### src/rtl/exp_update_pipe.sv
// exp_update_pipe: two-stage pipelined exponent update for an IEEE-style adder.
// S1 forms the signed internal exponent from the normalisation/rounding shift
// information, and S2 classifies it into the final biased exponent and flags.
// A valid/ready handshake lets the surrounding FPU pipeline stall.
// Optional build macro EXP_UPDATE_STICKY_EN adds sticky overflow/underflow
// flags with a clear input.
module exp_update_pipe #(
    parameter int EXP_W = 8,
    parameter int MAN_W = 23,
    parameter int SH_W  = 5
) (
    input  logic               clk,
    input  logic               rst,
    input  logic               in_valid,
    output logic               in_ready,
    input  logic [EXP_W-1:0]   exp_in,
    input  logic               ovf,
    input  logic               ovf_rnd,
    input  logic [SH_W-1:0]    massive_shift_left,
    input  logic               one_shift_left,
    input  logic [1:0]         sum_msb,
    input  logic               sum_zero,
    input  logic               eop,
    input  logic               zero_d,
    input  logic               frac_zero,
    output logic               out_valid,
    input  logic               out_ready,
    output logic [EXP_W-1:0]   exp_out,
    output logic               max_exp,
    output logic               min_exp,
    output logic [EXP_W+1:0]   excess_shift,
`ifdef EXP_UPDATE_STICKY_EN
    input  logic               sticky_clr,
    output logic               sticky_ovf,
    output logic               sticky_unf,
`endif
    output logic               underflow
);

    // Internal exponent carries two extra bits: one for headroom above the
    // all-ones code and one for sign (negative means denormal result).
    localparam int EW = EXP_W + 2;
    localparam logic [EW-1:0] OVF_TH = {2'b00, {EXP_W{1'b1}}};

    // The shift count must be able to cover the whole widened sum.
    if (SH_W < $clog2(MAN_W + 4)) begin : g_sh_w_check
        $error("SH_W too narrow for MAN_W");
    end

    // ---------------- Stage 1 state ----------------
    logic          s1_valid;
    logic [EW-1:0] s1_e;
    logic          s1_msb1;
    logic          s1_sum_zero;
    logic          s1_eop;
    logic          s1_zero_d;
    logic          s1_frac_zero;

    // ---------------- Stage 2 state ----------------
    logic          s2_valid;

    logic          s1_ready;
    logic          s2_ready;
    logic [EW-1:0] e_next;

    logic [EXP_W-1:0] c_exp;
    logic             c_max;
    logic             c_min;
    logic [EW-1:0]    c_excess;
    logic             c_unf;

    // A stage may load when it is empty or its content is leaving this cycle.
    assign s2_ready  = !s2_valid || out_ready;
    assign s1_ready  = !s1_valid || s2_ready;
    assign in_ready  = !rst && s1_ready;
    assign out_valid = s2_valid;

    // Internal exponent: left path undoes the leading-zero shift, otherwise
    // apply carry-out, rounding overflow and the single near-path shift.
    always_comb begin
        e_next = {2'b00, exp_in} + EW'(ovf);
        if ({ovf, sum_msb} == 3'b000) begin
            e_next = e_next - EW'(massive_shift_left);
        end else begin
            e_next = e_next + EW'(ovf_rnd) - EW'(one_shift_left);
        end
    end

    // Stage 1 register: capture the exponent and classification inputs.
    always_ff @(posedge clk or posedge rst) begin
        if (rst) begin
            s1_valid     <= 1'b0;
            s1_e         <= '0;
            s1_msb1      <= 1'b0;
            s1_sum_zero  <= 1'b0;
            s1_eop       <= 1'b0;
            s1_zero_d    <= 1'b0;
            s1_frac_zero <= 1'b0;
        end else if (s1_ready) begin
            s1_valid <= in_valid;
            if (in_valid) begin
                s1_e         <= e_next;
                s1_msb1      <= sum_msb[1];
                s1_sum_zero  <= sum_zero;
                s1_eop       <= eop;
                s1_zero_d    <= zero_d;
                s1_frac_zero <= frac_zero;
            end
        end
    end

    // Classification of the internal exponent, first matching case wins.
    always_comb begin
        c_exp    = s1_e[EXP_W-1:0];
        c_max    = 1'b0;
        c_min    = 1'b0;
        c_excess = '0;
        c_unf    = 1'b0;
        if (s1_sum_zero && s1_eop && s1_zero_d) begin
            // Exact cancellation gives a true zero.
            c_exp = '0;
            c_min = 1'b1;
        end else if (!s1_e[EW-1] && (s1_e >= OVF_TH)) begin
            c_exp = '1;
            c_max = 1'b1;
        end else if (s1_e[EW-1]) begin
            // Below the normal range: denormalise by the magnitude of e.
            c_exp    = '0;
            c_min    = 1'b1;
            c_unf    = 1'b1;
            c_excess = -s1_e;
        end else if (s1_e == '0) begin
            if (s1_msb1) begin
                // Rounding carried into the hidden bit: smallest normal.
                c_exp = {{(EXP_W-1){1'b0}}, 1'b1};
            end else begin
                c_exp = '0;
                c_min = 1'b1;
                c_unf = !s1_frac_zero;
            end
        end
    end

    // Stage 2 register: outputs hold while downstream stalls.
    always_ff @(posedge clk or posedge rst) begin
        if (rst) begin
            s2_valid     <= 1'b0;
            exp_out      <= '0;
            max_exp      <= 1'b0;
            min_exp      <= 1'b0;
            excess_shift <= '0;
            underflow    <= 1'b0;
        end else if (s2_ready) begin
            s2_valid <= s1_valid;
            if (s1_valid) begin
                exp_out      <= c_exp;
                max_exp      <= c_max;
                min_exp      <= c_min;
                excess_shift <= c_excess;
                underflow    <= c_unf;
            end
        end
    end

`ifdef EXP_UPDATE_STICKY_EN
    logic out_xfer;
    assign out_xfer = s2_valid && out_ready;

    // Sticky flags accumulate over delivered results; a new event beats clear.
    always_ff @(posedge clk or posedge rst) begin
        if (rst) begin
            sticky_ovf <= 1'b0;
            sticky_unf <= 1'b0;
        end else begin
            if (out_xfer && max_exp) begin
                sticky_ovf <= 1'b1;
            end else if (sticky_clr) begin
                sticky_ovf <= 1'b0;
            end
            if (out_xfer && underflow) begin
                sticky_unf <= 1'b1;
            end else if (sticky_clr) begin
                sticky_unf <= 1'b0;
            end
        end
    end
`endif

endmodule

### config.mk
export PLATFORM = sky130hd
export DESIGN_NAME = exp_update_pipe
export DESIGN_NICKNAME = d
export VERILOG_FILES = /design/src/rtl/exp_update_pipe.sv
export SDC_FILE = /design/constraint.sdc
export NUM_CORES = 1
export LEC_CHECK = 0
export ABC_AREA = 1
export CORE_ASPECT_RATIO = 0.5
export CORE_MARGIN = 3
export CORE_UTILIZATION = 51
export DETAILED_ROUTE_END_ITERATION = 6
export GPL_TIMING_DRIVEN = 0
export PLACE_DENSITY = 0.89
export SLEW_MARGIN = 20
export SYNTH_ARGS = -nofsm -noshare
export SYNTH_HDL_FRONTEND = slang
export SYNTH_SLANG_ARGS = --single-unit
### constraint.sdc
create_clock -name clk -period 2.14 [get_ports clk]
set_input_delay 0.214 -clock clk [delete_from_list [all_inputs] [get_ports clk]]
set_output_delay 0.214 -clock clk [all_outputs]
set_load 0.02 [all_outputs]
# After elaboration in Yosys (flattened, before gate mapping)

Index checks and enable logic that the tools add are counted.

$add $sub $neg: 5
$mul: 0
Div/mod/pow operators: 0
$lt $le $gt $ge: 1
Equal/unequal tests: 0
Shift operators: 0
Mux-type cells: 21
Bitwise gates (word level): 0
Reduce and logical (&&, ||, !) cells: 15

Operators with widths:

| operator                                                            | count |
|---|---|
| two-way mux 10 bit                                                  | 4 |
| two-way mux 8 bit                                                   | 4 |
| two-way mux 1 bit                                                   | 13 |
| adder 9 x 1 -> 10 bit                                               | 1 |
| greater-or-equal comparator 10 x 8 -> 1 bit (second input constant) | 1 |
| zero test 10 bit                                                    | 1 |
| negator 10 bit                                                      | 1 |
| subtractor 10 x 1 -> 10 bit                                         | 1 |
| subtractor 9 x 5 -> 10 bit                                          | 1 |
| adder 8 x 1 -> 9 bit                                                | 1 |
| zero test 1 bit                                                     | 5 |
| logical AND 1 bit                                                   | 4 |
| AND reduction 2 bit                                                 | 2 |
| zero test 3 bit                                                     | 1 |
| logical OR 1 bit                                                    | 2 |

Flip-flop bits (word level): 38
Bits in latches: 0
Bits in writable memories: 0
Memory bits (read-only): 0
Input bits: 26
Output and inout port bits: 23
Memories: 0

# Depth between registers and ports, before layout

Word-level depth: 6
Gate-level depth with buffers: 18
Depth with buffers taken out: 18

# Worst setup path after synthesis

OpenSTA, ideal clock, no wires.

Path kind: input to register
Start point: in exp_in[0]
End point: reg s1_e[8]
Data arrival time: 2.082 ns
Required time: 2.022 ns
Path slack: -0.060 ns
Stages on the path: 17
Cells stage by stage: ha_1 > inv_1 > ha_1 > inv_1 > ha_1 > inv_1 > fa_1 > inv_1 > nand3_1 > nand2_1 > nand2_1 > nand2_1 > nand3_1 > a21oi_1 > nor2_1 > nor2_1 > nor2_1

Longest elaborated chain between the ends: 4
Elaborated cells between the ends (all ways): 5

Ends and longest elaborated chain:

| element                     | RTL line | RTL |
|---|---|---|
| start, declared             | 16       | `input logic [EXP_W-1:0] exp_in,` |
| adder 8 x 1 -> 9 bit (*)    | 81       | `e_next = {2'b00, exp_in} + EW'(ovf);` |
| adder 9 x 1 -> 10 bit       | 85       | `e_next = e_next + EW'(ovf_rnd) - EW'(one_shift_left);` |
| subtractor 10 x 1 -> 10 bit | 85       |  |
| two-way mux 10 bit (*)      | 82       | `if ({ovf, sum_msb} == 3'b000) begin` |
| end signal, assigned        | 102      | `s1_e <= e_next;` |
| end, declared               | 52       | `logic [EW-1:0] s1_e;` |

Every way passes the cells marked *; elsewhere a longest branch is shown, timed or not.
A chain may end at the register's enable or synchronous reset.

# Worst setup path in the final report

Ends and elaborated chain as after synthesis.

==> metrics.yaml <==
grt:
  grt_pass1_wl_mm: 11.4
  grt-ovfl-total: 0
  antenna_found_initial: 0
  grt_pass1_vias: 2597
  grt_max_degree: 40
  grt_usage_pct: 22.3
synth:
  synth_cell_types: 31
  synthArstFlopShare_pct: 100
  syn_inst: 408
  yosys_warnings: 0
  yosys_most_used_dff: "dfrtp_1"
  synth.avg_cell_area_sq_um: 6.78
  syn_area_sq_mm: 0.00277
  synth-seq-cells: 38
  syn_nets: 452
  yosysSeqAreaShare_pct: 34.4
  synth-edff-count: 0
clock_tree:
  htree_levels: 2
  numCtsBuffers: 5
  cts_sinks: 38
  cts_buffer_depth: 2
  path_clk_slew_ns: 0.07
  ctsHoldBuffers: 0
  cts_tree: "built"
  clkLatencyLatePin_ns: 0.29
  root_buffer: "clkbuf_8"
route:
  vias_per_cell: 5.29
  drt-initial-drc-count: 148
  drc_errors: 0
  wl_per_cell_um: 12.8
  wl_mm: 6.95
  dr.pass1.iters: 4
  drt.antenna.violating_nets: 0
  vias: 2876
cells_and_area:
  n_antenna_cell: 0
  drive_gt1_share_pct: 12.0
  final_cells: 544
  fin_area_sq_mm: 0.00368
  fin_nets: 517
  area_growth_pct: 33.0
timing:
  rsz0062_at_grt: "yes"
  hold_violations: 0
  finalCritPeriodShare_pct: 96.6
  slew_headroom_pct: 57.2
  fin_crit_ns: 2.07
  slew_violations: 0
  setup_viol: 0
  worst_slew_pin_slew_ns: 0.639
  setup_ws_ns: 0.0731
  clock_skew_ns: 0.00591
  timing.fmax_ghz: 0.484
placed_design:
  placed_area_sq_mm: 0.00334
  hpwl_mm: 5.09
  place_congestion: 0.874
  port_buffers: 48
  pre_cts_slack_ns: -0.999
  dp.cells: 526
floorplanning:
  ios: 49
  die_w_um: 110
  rows: 18
  coreArea_sq_mm: 0.00507
  die_h_um: 58.1
  initial_core_util_pct: 54.6
  die-area_sq_mm: 0.00639
worst_setup_path:
  path_class: "input port to register"
  crit_fanout: 3
  worstPathRequired_ns: 2.32
  cp-end-kind: "register"
  arrival_ns: 2.25
  start_kind: "input port"
power:
  max-vdd-ir-drop_v: 0.000598
  power_frac_comb_pct: 45.2
  p_seq_share_pct: 37.3
  p_sw_w: 0.00110
  p_leak_nw: 1.87
  power.share.switching_pct: 38.7
  power_density_mw_per_mm2: 772
  internal_power_w: 0.00174
  clkPwrFrac_pct: 17.5
flow_run:
  drv_cap: 0
min_path:
  hold_path_class: "input port to asynchronous set/reset pin"
status:
  status: "completed"
-- per-layer routing --
metal	GRT usage (%)	vias up	routed length, um
met5	0	-	0
met3	2.34	13	277
met1	31.3	1346	3240
met2	37.6	73	3320
met4	5.26	0	111
li1	-	1444	-
-- critical path, cell delays in order --
cell	delay, ns
buf_8	0.10
ha_4	0.26
inv_4	0.04
ha_4	0.20
inv_2	0.06
ha_4	0.13
inv_2	0.04
fa_2	0.34
inv_2	0.07
nand3_2	0.08
nand2_1	0.07
nand2_1	0.06
nand2_2	0.11
nand3_2	0.10
a21oi_2	0.15
nor2_2	0.06
nor2_1	0.11
nor2_1	0.05
-- sequential cells by signal, indices dropped and copies added (netlist names) --
| name | cells |
|---|---|
| max_exp | 1 |
| exp_out | 8 |
| min_exp | 1 |
| out_valid | 1 |
| s1_e | 10 |
| excess_shift | 10 |
| s1_valid | 1 |
| s1_eop | 1 |
| s1_zero_d | 1 |
| s1_msb1 | 1 |
| s1_sum_zero | 1 |
| s1_frac_zero | 1 |
| underflow | 1 |
-- power groups by stage --
| stage | registers, W | logic, W | clock network, W |
|---|---|---|---|
| final | 0.00106 | 0.00128 | 0.000497 |
| after detailed placement | 0.00107 | 0.00121 | 0 |
| after CTS | 0.00106 | 0.00124 | 0.000501 |
| after floorplan | 0.00121 | 0.000552 | 0 |
| after global placement | 0.00106 | 0.00118 | 0 |
| after global routing | 0.00108 | 0.00142 | 0.000544 |
-- cells by family after synthesis --
group | synth area share [%]
buffers and inverters | 9.09
adder cells (fa/ha/maj) | 8.69
flip-flops | 34.4
AO/OA/AOI/OAI | 11.9
AND/OR/NAND/NOR | 34.4
XOR/XNOR | 1.58
-- final cells by class --
cell class / instances / area [sq um]
Buffer: 5 / 18.8
Clock buffer: 7 / 86.3
Clock inverter: 1 / 5.00
Fill cell: 404 / 1390
Inverter: 62 / 240
Multi-Input combinational cell: 303 / 1710
Sequential cell: 38 / 951
Tap cell: 70 / 87.6
Timing Repair Buffer: 58 / 576
-- stage by stage --
step / utilization [%] / total power [W] / setup TNS (ns) / hold slack [ns]
finish: 72.6 / 0.00284 / 0 / 0.284
floorplan: - / 0.00177 / -0.0212 / 0.324
detailed placement: 65.9 / 0.00227 / -5.93 / 0.472
global route: 72.6 / 0.00305 / -0.0168 / 0.306
CTS: 69.7 / 0.00279 / 0 / 0.305
global placement: 65.9 / 0.00224 / -6.10 / 0.465
-- synthesized netlist by cell type (4+ instances only) --
cell type  number  area, sq um
nand2_2         5         31.3
o21ai_0        19         95.1
inv_1          61          229
dfrtp_1        38          951
ha_1           16          200
nand3_1        45          225
a21oi_1        15         75.1
nor2_1         26         97.6
nand2_1       137          514
clkbuf_1        5         18.8
xor2_1          4         35.0
nand4_1         5         31.3
o211ai_1        5         37.5
-- cell usage in the layout (no fill, tap or decap), types with 3 or more instances in the layout --
cell type,Yosys,layout
nand3_2,0,5
ha_1,16,11
dlygate4sd2_1,0,3
clkbuf_8,0,6
nor2_4,1,3
nand2_1,137,132
nand3_1,45,40
o21ai_0,19,17
buf_4,0,8
nand2_2,5,8
clkdlybuf4s50_1,0,40
dfrtp_1,38,38
inv_1,61,55
o31ai_1,3,3
inv_2,0,4
xor2_1,4,4
nand4_1,5,5
a21oi_1,15,12
o211ai_1,5,5
a21oi_2,0,3
a31oi_1,3,3
clkbuf_1,5,6
ha_4,0,5
o21ai_1,1,3
nor2_1,26,22
nor3_1,3,3
-- final timing paths --
kind	startpoint	end	slack, ns	depth (start not counted)
worst max-delay path	exp_in[0]	s1_e[8]$_DFFE_PP0P_	0.07	18
worst min-delay path	rst	excess_shift[9]$_DFFE_PP0P_	0.28	2
worst max register to register	s1_e[1]$_DFFE_PP0P_	underflow$_DFFE_PP0P_	0.24	9
worst min register to register	excess_shift[3]$_DFFE_PP0P_	excess_shift[3]$_DFFE_PP0P_	0.49	2
max in group asynchronous	rst	s1_e[1]$_DFFE_PP0P_	1.60	2
min in group clk	sum_zero	s1_sum_zero$_DFFE_PP0P_	0.46	3
-- what timing repair did --
action,4_1_cts,5_1_grt
endpoints found under the setup margin,10,6
pin swaps,7,9
gates resized for setup,37,24
buffers inserted,4,6
Power figures use the tool's default switching activity.
